## config.mk

```make
export PLATFORM = sky130hd
export DESIGN_NAME = clock_div_prog_flat
export DESIGN_NICKNAME = d
export VERILOG_FILES = /design/src/rtl/clock_div_prog_if.sv /design/src/rtl/clock_div_prog.sv /design/src/flat_wrapper.sv
export SDC_FILE = /design/constraint.sdc
export NUM_CORES = 1
export LEC_CHECK = 0
export ABC_CLOCK_PERIOD_IN_PS = 5400
export BUFFER_PORTS_ARGS = -buffer_cell sky130_fd_sc_hd__buf_2
export CAP_MARGIN = 20
export CORE_ASPECT_RATIO = 1.1
export CORE_MARGIN = 4
export CORE_UTILIZATION = 45
export DETAILED_ROUTE_END_ITERATION = 12
export PLACE_DENSITY = 0.7
export SLEW_MARGIN = 10
export SYNTH_ARGS = -nofsm -noshare
export SYNTH_HDL_FRONTEND = slang
export SYNTH_SLANG_ARGS = --single-unit
```

## constraint.sdc

```tcl
create_clock -name clk -period 5.4 [get_ports clk]
set_input_delay 0.54 -clock clk [delete_from_list [all_inputs] [get_ports clk]]
set_output_delay 0.54 -clock clk [all_outputs]
set_load 0.05 [all_outputs]
```

## src/rtl/clock_div_prog_if.sv

```systemverilog
// Control/status bundle for clock_div_prog: divisor load port plus per-channel
// tick and square-wave outputs. The master drives control, the slave returns status.
interface clock_div_prog_if #(
    parameter int NUM_CH = 3,
    parameter int CNT_W  = 8
);
    localparam int CH_W = $clog2(NUM_CH) + 1;

    logic              en;
    logic              sync_clr;
    logic              div_load;
    logic [CH_W-1:0]   div_ch;
    logic [CNT_W-1:0]  div_val;
    logic              load_err;
    logic [NUM_CH-1:0] tick;
    logic [NUM_CH-1:0] div_out;

    modport master (
        output en, sync_clr, div_load, div_ch, div_val,
        input  load_err, tick, div_out
    );

    modport slave (
        input  en, sync_clr, div_load, div_ch, div_val,
        output load_err, tick, div_out
    );
endinterface

```

## src/rtl/clock_div_prog.sv

```systemverilog
// Multi-channel programmable clock-enable generator: per-channel tick strobe and
// near-50% square wave, with divisor changes deferred to the next period boundary.
module clock_div_prog #(
    parameter int NUM_CH      = 3,
    parameter int CNT_W       = 8,
    parameter int DEFAULT_DIV = 2
) (
    input  logic            clk,
    input  logic            rst,
    clock_div_prog_if.slave bus
);
    localparam int               CH_W    = $clog2(NUM_CH) + 1;
    localparam logic [CNT_W-1:0] DEF_DIV = CNT_W'(DEFAULT_DIV);
    localparam logic [CNT_W-1:0] ONE     = CNT_W'(1);
    localparam logic [CNT_W:0]   ONE_W   = (CNT_W + 1)'(1);

    typedef logic [NUM_CH-1:0][CNT_W-1:0] cnt_arr_t;

    cnt_arr_t          cnt_q, cnt_d;
    cnt_arr_t          act_q, act_d;
    cnt_arr_t          pend_q, pend_d;
    logic [NUM_CH-1:0] tick_q, tick_d;
    logic [NUM_CH-1:0] div_out_q, div_out_d;
    logic              load_err_q, load_err_d;
    logic              load_ok;

    assign load_ok = bus.div_load && (bus.div_val != '0) && (bus.div_ch < CH_W'(NUM_CH));

    // NOTE: every _d is given a default before any branch, so no path leaves it unassigned (no latches).
    always_comb begin
        logic [CNT_W-1:0] cnt_nx;
        logic [CNT_W-1:0] act_nx;
        logic [CNT_W-1:0] half;
        cnt_d      = cnt_q;
        act_d      = act_q;
        pend_d     = pend_q;
        tick_d     = '0;
        div_out_d  = div_out_q;
        load_err_d = bus.div_load && !load_ok;
        cnt_nx     = '0;
        act_nx     = '0;
        half       = '0;
        for (int ch = 0; ch < NUM_CH; ch++) begin
            cnt_nx = cnt_q[ch];
            act_nx = act_q[ch];
            if (bus.sync_clr) begin
                cnt_nx        = '0;
                act_nx        = pend_q[ch];
                tick_d[ch]    = 1'b1;
                div_out_d[ch] = 1'b1;
            end else if (bus.en) begin
                if (cnt_q[ch] == act_q[ch] - ONE) begin
                    cnt_nx = '0;
                    act_nx = pend_q[ch];
                end else begin
                    cnt_nx = cnt_q[ch] + ONE;
                end
                // The high phase length follows the divisor that governs the new count.
                half          = CNT_W'(({1'b0, act_nx} + ONE_W) >> 1);
                tick_d[ch]    = (cnt_nx == '0);
                div_out_d[ch] = (cnt_nx < half);
            end
            cnt_d[ch] = cnt_nx;
            act_d[ch] = act_nx;
            // Writing pend only: a wrap in this same cycle already consumed the old value.
            if (load_ok && (bus.div_ch == CH_W'(ch))) begin
                pend_d[ch] = bus.div_val;
            end
        end
    end

    // NOTE: sequential state uses non-blocking assignments so every register updates from the same snapshot.
    // NOTE: the divisor arrays are per-channel flops, not RAM, so they take reset values like any register.
    always_ff @(posedge clk or posedge rst) begin
        if (rst) begin
            cnt_q      <= '0;
            act_q      <= {NUM_CH{DEF_DIV}};
            pend_q     <= {NUM_CH{DEF_DIV}};
            tick_q     <= '0;
            div_out_q  <= '0;
            load_err_q <= 1'b0;
        end else begin
            cnt_q      <= cnt_d;
            act_q      <= act_d;
            pend_q     <= pend_d;
            tick_q     <= tick_d;
            div_out_q  <= div_out_d;
            load_err_q <= load_err_d;
        end
    end

    assign bus.tick     = tick_q;
    assign bus.div_out  = div_out_q;
    assign bus.load_err = load_err_q;
endmodule

```

## src/flat_wrapper.sv

```systemverilog
// flat-port wrapper written by rule: the top's interface ports become plain ports
module clock_div_prog_flat 
#(
    parameter int NUM_CH      = 3,
    parameter int CNT_W       = 8,
    parameter int DEFAULT_DIV = 2
)
  (clk, rst, bus_en, bus_sync_clr, bus_div_load, bus_div_ch, bus_div_val, bus_load_err, bus_tick, bus_div_out);
  clock_div_prog_if #(.NUM_CH(NUM_CH), .CNT_W(CNT_W)) bus_i ();
  input  logic clk;
  input  logic rst;
  input wire logic [$bits(bus_i.en)-1:0] bus_en;
  input wire logic [$bits(bus_i.sync_clr)-1:0] bus_sync_clr;
  input wire logic [$bits(bus_i.div_load)-1:0] bus_div_load;
  input wire logic [$bits(bus_i.div_ch)-1:0] bus_div_ch;
  input wire logic [$bits(bus_i.div_val)-1:0] bus_div_val;
  output wire logic [$bits(bus_i.load_err)-1:0] bus_load_err;
  output wire logic [$bits(bus_i.tick)-1:0] bus_tick;
  output wire logic [$bits(bus_i.div_out)-1:0] bus_div_out;
  assign bus_i.en = bus_en;
  assign bus_i.sync_clr = bus_sync_clr;
  assign bus_i.div_load = bus_div_load;
  assign bus_i.div_ch = bus_div_ch;
  assign bus_i.div_val = bus_div_val;
  assign bus_load_err = bus_i.load_err;
  assign bus_tick = bus_i.tick;
  assign bus_div_out = bus_i.div_out;
  clock_div_prog #(.NUM_CH(NUM_CH), .CNT_W(CNT_W), .DEFAULT_DIV(DEFAULT_DIV)) u_core (.clk(clk), .rst(rst), .bus(bus_i));
endmodule
```

# ---- Yosys cells after proc, flatten, opt, wreduce, memory -nomap -nowiden
# Index checks and enable logic that the tools add are counted.
dict set report word_totals {
  input_bits 16
  regBits 79
  out_inout_bits 7
  wordCells 85
}
dict set report classes {
  order_cmp 4
  mux 42
  n_eq_ne 5
  add_sub_neg 9
  reduce_logical 13
}
# op count
set ops {}
lappend ops {{8-bit 2-to-1 mux} 30}
lappend ops {{8-bit by 1-bit adder with 9-bit output (second input constant)} 3}
lappend ops {{8-bit by 1-bit adder with 8-bit output (second input constant)} 3}
lappend ops {{8-bit equality test} 3}
lappend ops {{8-bit logical NOT} 3}
lappend ops {{8-bit less-than comparator} 3}
lappend ops {{8-bit by 1-bit subtractor with 8-bit output (second input constant)} 3}
lappend ops {{1-bit 2-to-1 mux} 12}
lappend ops {{8-bit nonzero test} 1}
lappend ops {{1-bit logical AND} 6}
lappend ops {{3-bit by 1-bit equality test with 1-bit output (second input constant)} 1}
lappend ops {{3-bit by 2-bit equality test with 1-bit output (second input constant)} 1}
lappend ops {{3-bit logical NOT} 1}
lappend ops {{3-bit by 2-bit less-than comparator with 1-bit output (second input constant)} 1}
lappend ops {{2-bit nonzero test} 1}
lappend ops {{1-bit logical NOT} 1}

# ---- Longest topological paths before layout
# Gate-level depths: netlist of run 1.
dict set report depth {
  depth_word 9
  ltp_mapped 23
  mapped_depth_nobuf 20
}

# ---- Worst setup path after synthesis of run 1
# No wires, ideal clock.
dict set report synth_timing {
  path_kind {register to register}
  startpoint {register u_core.act_q[0] in the netlist's numbering}
  endpoint {register u_core.div_out_q[0] (netlist: u_core.bus.div_out[0])}
  path_stages_with_launch 22
  t_arrival_ns 4.022
  setup_slack_ns 1.289
  required_time_ns 5.312
  synth_period_minus_slack_ns 4.111
  setup_ns 0.088
  path_buffers 3
  path_cell_list {dfrtp_1 -> clkbuf_1 -> inv_1 -> ha_1 -> xor2_1 -> nand4_1 -> a2111oi_4 -> buf_2 -> buf_4 -> o21ai_0 -> ha_1 -> and3_1 -> nand3_1 -> xnor2_1 -> a21oi_1 -> ha_1 -> a21o_1 -> a21o_1 -> a21oi_1 -> nand2_1 -> a22o_1 -> a41oi_1}
}
dict set report synth_between {
  elab_chain_len 9
  word_cells_on_any_way 12
  cone_classes {add/sub (2); order compare (1); eq/ne (1); mux (8)}
}
# element line_no
set synth_rtl {}
lappend synth_rtl {{from (decl)} clock_div_prog.sv:20} ;# cnt_arr_t act_q, act_d;
lappend synth_rtl {{from (signal assigned)} clock_div_prog.sv:77} ;# act_q <= {NUM_CH{DEF_DIV}};
lappend synth_rtl {{from (signal assigned)} clock_div_prog.sv:84} ;# act_q <= act_d;
lappend synth_rtl {{8-bit by 1-bit subtractor with 8-bit output} clock_div_prog.sv:52} ;# if (cnt_q[ch] == act_q[ch] - ONE) begin
lappend synth_rtl {{8-bit equality test} clock_div_prog.sv:52}
lappend synth_rtl {{8-bit 2-to-1 mux} clock_div_prog.sv:52}
lappend synth_rtl {{8-bit 2-to-1 mux} clock_div_prog.sv:51} ;# end else if (bus.en) begin
lappend synth_rtl {{8-bit 2-to-1 mux} clock_div_prog.sv:46} ;# if (bus.sync_clr) begin
lappend synth_rtl {{8-bit by 1-bit adder with 9-bit output} clock_div_prog.sv:59} ;# half = CNT_W'(({1'b0, act_nx} + ONE_W) >> 1);
lappend synth_rtl {{8-bit less-than comparator (*)} clock_div_prog.sv:61} ;# div_out_d[ch] = (cnt_nx < half);
lappend synth_rtl {{1-bit 2-to-1 mux (*)} clock_div_prog.sv:51}
lappend synth_rtl {{1-bit 2-to-1 mux (*)} clock_div_prog.sv:46}
lappend synth_rtl {{to (signal assigned)} clock_div_prog.sv:87} ;# div_out_q <= div_out_d;
lappend synth_rtl {{to (decl)} clock_div_prog.sv:23} ;# logic [NUM_CH-1:0] div_out_q, div_out_d;
# Mark *: on every way between the ends. The rest lies on a longest branch, timed or not. The select of a mux whose other input is x is not followed.
# A chain may end at the register's enable or synchronous reset.

# ---- Worst setup path after layout of run 1
dict set report layout_timing {
  startpoint {register u_core.act_q[17] in the netlist's numbering}
  endpoint {register u_core.div_out_q[2] (netlist: u_core.bus.div_out[2])}
}
# Same word-level chain as after synthesis.

==> results.py, run 1 <==
metrics = {
    "outcome": {
        "outcome": "completed",
    },
    "synthesis": {
        "ys_types": 66,
        "yosysSeqAreaShare_pct": 32.7,
        "synth_top_cell_by_area": "dfrtp_1",
        "synth_edf_count": 0,
        "async_flop_share_pct": 100,
        "syn_area_um2": 6070,
        "syn_nets": 720,
        "netlist_top_cells_area": "dfrtp_1 (30%), xnor2_1 (7.7%), mux2_2 (7.2%), ha_1 (6.2%), nor2_1 (4.1%)",
        "ys_warn_count": 0,
        "synth_seq_cells": 79,
        "ys.flop_type": "dfrtp_1",
        "syn_inst": 674,
        "avgSynthCellArea_um2": 9.00,
        "synth_top_area_share_pct": 30.1,
    },
    "placed_design": {
        "post-place-cells": 810,
        "place_congestion": 0.894,
        "pre_cts_ws_ns": 1.11,
        "io_buffers": 22,
        "dpl_cell_area_um2": 6170,
        "dp_hpwl_mm": 9.83,
    },
    "sta": {
        "finClkSkew_ns": 0.00633,
        "min_period_over_period_pct": 81.6,
        "setup_tns_ns": 0,
        "slew_headroom_pct": 31.5,
        "hold_ws_ns": 0.269,
        "max_freq_mhz": 227,
        "finalSetupViolCount": 0,
        "rsz0062_at_grt": "no",
        "final-max-slew-violation-count": 0,
        "setup_ws_ns": 0.996,
        "fin_crit_ns": 4.40,
        "hold_violations": 0,
        "tightest_slew_ns": 1.02,
    },
    "cts": {
        "clk_root_buffer_cell": "clkbuf_16",
        "path_clk_slew_ns": 0.07,
        "cts_htree_levels": 3,
        "clock_path_buffers": 2,
        "cts_sinks": 79,
        "ctsResizeCount": 0,
        "cts_tree": "built",
        "clk_latency_ns": 0.34,
        "cts-buffers-inserted": 9,
        "ctsHoldBuffers": 0,
        "post_cts_buffers": 0,
    },
    "grt": {
        "grt_use_total_pct": 18.3,
        "grt_pass1_wl_mm": 23.2,
        "grt_max_degree": 80,
        "antenna_found_initial": 0,
        "grt_use_met2_pct": 31.7,
        "met1_usage_pct": 23.6,
        "grt-ovfl-total": 0,
        "first_global_vias": 4749,
        "use_met3_pct": 3.34,
        "grt_busiest_layer": "met2",
    },
    "run": {
        "max-cap-violations": 0,
    },
    "setup_path": {
        "worstPathRequired_ns": 5.67,
        "crit_path_max_fanout": 24,
        "endpoint_kind": "register",
        "arrival_ns": 4.68,
        "path_class": "register to register",
        "start_kind": "register",
    },
    "detailed_routing": {
        "first_iter_violations": 251,
        "antenna_left": 0,
        "wirelength_mm": 13.9,
        "via_per_inst": 5.84,
        "firstDrtPassIters": 4,
        "drc": 0,
        "wl_per_cell_um": 16.8,
        "vias": 4827,
    },
    "die": {
        "die_width_um": 119,
        "io_pins": 23,
        "initial_core_util_pct": 45.9,
        "die_y_um": 130,
        "rows": 44,
        "dieArea_um2": 15400,
        "design.core.area_um2": 13200,
    },
    "power_and_ir_drop": {
        "p_comb_share_pct": 31.0,
        "pwr-share-seq_pct": 38.4,
        "p_int_mw": 1.51,
        "power_mw": 2.33,
        "p_leak_nw": 2.79,
        "clock_power_share_pct": 30.6,
        "switchingPower_uw": 820,
        "switching_share_pct": 35.1,
        "p_per_area_nw_per_um2": 357,
        "irDropWorstVdd_uv": 203,
    },
    "hold_path": {
        "min_path_type": "input port to async pin",
    },
    "layout": {
        "post-route-util_pct": 49.5,
        "final_cell_area_um2": 6540,
        "fill_cells": 1223,
        "layout.cells.non_filler": 827,
        "area_delta_synth_final_pct": 7.86,
        "final_common_cell": "dfrtp_1",
        "multi_input_area_um2": 3790,
        "seq_area_um2": 1980,
        "drive_above_1_share_pct": 16.5,
        "antennaDiodeCount": 0,
        "final_nets": 707,
        "layout_common_cells": "dfrtp_1 (73), nor2_1 (66), xnor2_1 (53)",
    },
}
cells by family (layout without fill, tap and decap cells):
group                    after synthesis  after routing  synth area share, %
AO/OA/AOI/OAI                        121            121                 13.5
XOR/XNOR                              81             81                 11.9
adder cells (fa/ha/maj)               30             30                 6.19
buffers and inverters                 65             57                 4.74
flip-flops                            79             79                 32.7
multiplexers                          55             55                 10.6
AND/OR/NAND/NOR                      243            243                 20.4
synthesized netlist by cell type (all sizes together), types with 8 or more instances:
library cell and n:
dfrtp 73, nor2 66, xnor2 54, mux2 48, nand2 47, o21ai 43
nand3 37, a21oi 32, clkbuf 32, ha 30, xor2 27, and3 22
buf 18, inv 15, nand4 11, nor4 10, nor2b 9, nand3b 8
nor3b 8
worst paths after layout:
check | cells past startpoint | startpoint | endpoint | slack (ns)
worst max-delay path | 19 | u_core.act_q[17]$_DFFE_PP1P_ | u_core.bus.div_out[2]$_DFFE_PP0P_ | 1.0
worst min register to register | 1 | u_core.pend_q[8]$_DFFE_PP0P_ | u_core.act_q[8]$_DFFE_PP0P_ | 0.58
max in group asynchronous | 4 | rst | u_core.act_q[1]$_DFFE_PP1P_ | 4.50
worst min-delay path | 3 | rst | u_core.pend_q[11]$_DFFE_PP0P_ | 0.27
min in group clk | 2 | bus_div_load | u_core.bus.load_err$_DFF_PP0_ | 0.43
worst max register to register | 19 | u_core.act_q[17]$_DFFE_PP1P_ | u_core.bus.div_out[2]$_DFFE_PP0P_ | 1.0
routing by layer:
layer	part of all wire (%)	routed length [um]
met1	44	6090
met4	1.4	195
met2	51	7090
met3	3.7	518
met5	0	0
power by group through the flow:
stage	Clock [mW]	Sequential, mW	Combinational (mW)
6_report	0.714	0.897	0.723
3_5_place_dp	0	0.907	0.719
5_1_grt	0.754	0.918	0.807
4_1_cts	0.728	0.896	0.725
3_3_place_gp	0	0.900	0.692
2_1_floorplan	0	0.817	0.644
registers in the layout (all words and copies together), names as in the netlist:
name                 cells
u_core.pend_q           24
u_core.bus.div_out       3
u_core.bus.tick          3
u_core.act_q            24
u_core.cnt_q            24
u_core.bus.load_err      1
layout make-up:
class,instances,share of cell area [%]
multi-input combinational,530,58.0
sequential,79,30.3
inverter,15,0.880
timing repair buffer,26,2.45
tap,161,3.08
clock inverter,6,1.78
clock buffer,10,3.50
critical path, stage by stage (launching register included):
cell and delay [ns]:
dfstp_2 0.59, inv_1 0.07, ha_1 0.28, or2_0 0.26, a221o_1 0.37, a211oi_2 0.28
o21a_4 0.34, nand2_1 0.10, o21ai_0 0.08, ha_1 0.24, nand3_1 0.17, nor2_1 0.16
xor2_1 0.15, a21oi_1 0.09, ha_1 0.20, a21o_1 0.16, a211oi_1 0.31, nor3b_1 0.23
o311ai_0 0.16, nand2_1 0.09
Power figures use the tool's default switching activity.
==> run 2: changes to the inputs <==
--- a/config.mk
+++ b/config.mk
@@ -5,7 +5,8 @@
 export SDC_FILE = /design/constraint.sdc
 export NUM_CORES = 1
 export LEC_CHECK = 0
-export ABC_CLOCK_PERIOD_IN_PS = 5400
+export ABC_AREA = 1
+export ABC_CLOCK_PERIOD_IN_PS = 4600
 export BUFFER_PORTS_ARGS = -buffer_cell sky130_fd_sc_hd__buf_2
 export CAP_MARGIN = 20
 export CORE_ASPECT_RATIO = 1.1
==> constraint.sdc (replaced) <==
create_clock -name clk -period 4.6 [get_ports clk]
set_input_delay 0.46 -clock clk [delete_from_list [all_inputs] [get_ports clk]]
set_output_delay 0.46 -clock clk [all_outputs]
set_load 0.05 [all_outputs]
==> run 2 against run 1 <==
Critical path type unchanged. Critical path depth increased by 6. Global-route usage increased by 1.5 points. Non-clock buffer count increased by 1. Largest cell class unchanged. Via count increased by 9.8%.
==> results.py, run 2 <==
metrics = {
    "outcome": {
        "outcome": "completed",
    },
    "placed_design": {
        "place_congestion": 0.895,
        "dp_hpwl_mm": 10.1,
        "io_buffers": 22,
    },
    "detailed_routing": {
        "via_per_inst": 5.20,
        "wl_per_cell_um": 13.7,
        "antenna_left": 0,
        "first_iter_violations": 300,
        "drc": 0,
        "vias": 5300,
        "firstDrtPassIters": 5,
        "wirelength_mm": 14.0,
    },
    "cts": {
        "cts_sinks": 79,
        "post_cts_buffers": 0,
        "cts_tree": "built",
        "clock_path_buffers": 2,
        "ctsResizeCount": 0,
        "clk_latency_ns": 0.34,
        "path_clk_slew_ns": 0.06,
        "cts_htree_levels": 3,
        "cts-buffers-inserted": 9,
        "clk_root_buffer_cell": "clkbuf_16",
        "ctsHoldBuffers": 0,
    },
    "setup_path": {
        "start_kind": "register",
        "worstPathRequired_ns": 4.88,
        "endpoint_kind": "register",
        "arrival_ns": 4.16,
        "regToRegSetupSlack_ns": 0.72,
        "path_class": "register to register",
        "crit_path_max_fanout": 20,
    },
    "power_and_ir_drop": {
        "irDropWorstVdd_uv": 187,
        "p_int_mw": 1.59,
        "p_leak_nw": 3.31,
        "switching_share_pct": 35.2,
        "switchingPower_uw": 860,
        "clock_power_share_pct": 33.3,
        "pwr-share-seq_pct": 35.8,
        "p_per_area_nw_per_um2": 378,
        "power_mw": 2.45,
        "p_comb_share_pct": 30.9,
    },
    "synthesis": {
        "avgSynthCellArea_um2": 6.99,
        "syn_area_um2": 5910,
        "synth_top_cell_by_area": "dfrtp_1",
        "async_flop_share_pct": 100,
        "synth_seq_cells": 79,
        "syn_nets": 892,
        "yosysMostFrequentCell": "nand2_1",
        "yosysSeqAreaShare_pct": 33.6,
        "netlist_top_cells_area": "dfrtp_1 (31%), nand2_1 (15%), inv_1 (7.7%), ha_1 (6.4%), nor2_1 (4.5%)",
        "ys_warn_count": 0,
        "syn_inst": 846,
        "synth_commonest_cells": "nand2_1 (240), inv_1 (122), dfrtp_1 (73)",
        "ys.flop_type": "dfrtp_1",
        "synth_edf_count": 0,
        "synth_top_area_share_pct": 30.9,
        "ys_types": 36,
    },
    "grt": {
        "grt_max_degree": 60,
        "grt_use_total_pct": 19.8,
        "grt_pass1_wl_mm": 23.8,
        "first_global_vias": 5002,
        "grt-ovfl-total": 0,
        "antenna_found_initial": 0,
    },
    "layout": {
        "antennaDiodeCount": 0,
        "drive_above_1_share_pct": 12.1,
        "final_nets": 904,
        "final_common_cell": "nand2_1",
        "reg_top3": "u_core.act_q: 24 flops, u_core.cnt_q: 24 flops, u_core.pend_q: 24 flops",
        "area_delta_synth_final_pct": 9.63,
        "fill_cells": 1233,
        "layout_common_cells": "nand2_1 (239), inv_1 (121), dfrtp_1 (73)",
    },
    "sta": {
        "hold_ws_ns": 0.155,
        "max_freq_mhz": 258,
        "rsz0062_at_grt": "no",
        "hold_violations": 0,
        "tightest_slew_ns": 0.938,
        "min_period_over_period_pct": 84.4,
        "final-max-slew-violation-count": 0,
        "slew_headroom_pct": 37.2,
        "finClkSkew_ns": 0.00308,
        "fin_crit_ns": 3.88,
        "setup_tns_ns": 0,
        "finalSetupViolCount": 0,
    },
    "run": {
        "max-cap-violations": 0,
    },
    "hold_path": {
        "min_path_type": "input port to async pin",
    },
    "die": {
        "die_width_um": 117,
        "design.core.area_um2": 12800,
        "die_y_um": 128,
        "dieArea_um2": 15000,
        "rows": 43,
        "initial_core_util_pct": 46.3,
        "io_pins": 23,
    },
}
[run 2: layout make-up]
type / instances / area, um^2 / share of cell area (%)
multi-input cells: 607 / 3300 / 50.9
flip-flops and latches: 79 / 1980 / 30.6
inverters: 134 / 504 / 7.78
clock buffers: 9 / 225 / 3.48
well taps: 157 / 196 / 3.03
repair buffers: 27 / 160 / 2.47
clock inverters: 6 / 110 / 1.70
[run 2: critical path, cell delays in order (launching register included)]
cell       delay (ns)
dfstp_2          0.55
inv_1            0.05
ha_1             0.28
inv_1            0.04
nand2_1          0.04
nand2_1          0.04
nor2_1           0.09
nand2_1          0.05
nor2_1           0.09
nand2_1          0.05
nor2_1           0.10
nand2_1          0.41
o21a_1           0.38
inv_1            0.08
ha_1             0.18
nand2_1          0.10
nor2_4           0.12
nand3_1          0.08
nand2_1          0.07
nand2_1          0.07
ha_1             0.31
a21oi_1          0.13
nor2_1           0.05
a2111oi_0        0.30
nand2_1          0.09
nand2_1          0.06
[run 2: path summary, 6_finish.rpt]
check,from,endpoint,cells past startpoint
setup / recovery,u_core.act_q[1]$_DFFE_PP1P_,u_core.bus.div_out[0]$_DFFE_PP0P_,25
max in group asynchronous,rst,u_core.act_q[19]$_DFFE_PP0P_,3
hold reg to reg,u_core.bus.div_out[1]$_DFFE_PP0P_,u_core.bus.div_out[1]$_DFFE_PP0P_,2
min in group clk,bus_en,u_core.cnt_q[23]$_DFFE_PP0P_,2
hold / removal,rst,u_core.bus.tick[0]$_DFF_PP0_,2
setup reg to reg,u_core.act_q[1]$_DFFE_PP1P_,u_core.bus.div_out[0]$_DFFE_PP0P_,25
[run 2: metal layers]
| metal | vias up | global-route usage, % | wire length, um |
|---|---|---|---|
| li1 | 2770 | - | - |
| met1 | 2404 | 28.3 | 7100 |
| met2 | 106 | 30.2 | 6130 |
| met3 | 20 | 2.55 | 410 |
| met4 | 0 | 8.30 | 311 |
| met5 | - | 0 | 0 |
[run 2: cells by family after synthesis]
| logic type | Yosys count | share of synthesized area, % |
|---|---|---|
| buffers and inverters | 160 | 10.7 |
| XOR/XNOR | 28 | 4.15 |
| flip-flops | 79 | 33.6 |
| AO/OA/AOI/OAI | 143 | 16.0 |
| AND/OR/NAND/NOR | 406 | 29.3 |
| adder cells (fa/ha/maj) | 30 | 6.35 |
[run 2: through the flow]
step	worst slack [ns]	utilization (%)	std cells	instance area, um^2
after floorplan	1.31	-	846	5910
after global placement	0.837	48.0	1003	6120
after detailed placement	0.739	48.0	1003	6120
after CTS	0.713	50.7	1018	6460
after global routing	0.181	50.8	1019	6480
final	0.720	50.8	1019	6480
[run 2: power groups by stage]
stage	combinational (mW)	sequential [mW]	clock, mW
2_1_floorplan	0.592	0.879	0
3_3_place_gp	0.740	0.885	0
3_5_place_dp	0.748	0.886	0
4_1_cts	0.758	0.874	0.832
5_1_grt	0.874	0.885	0.855
6_report	0.756	0.875	0.815
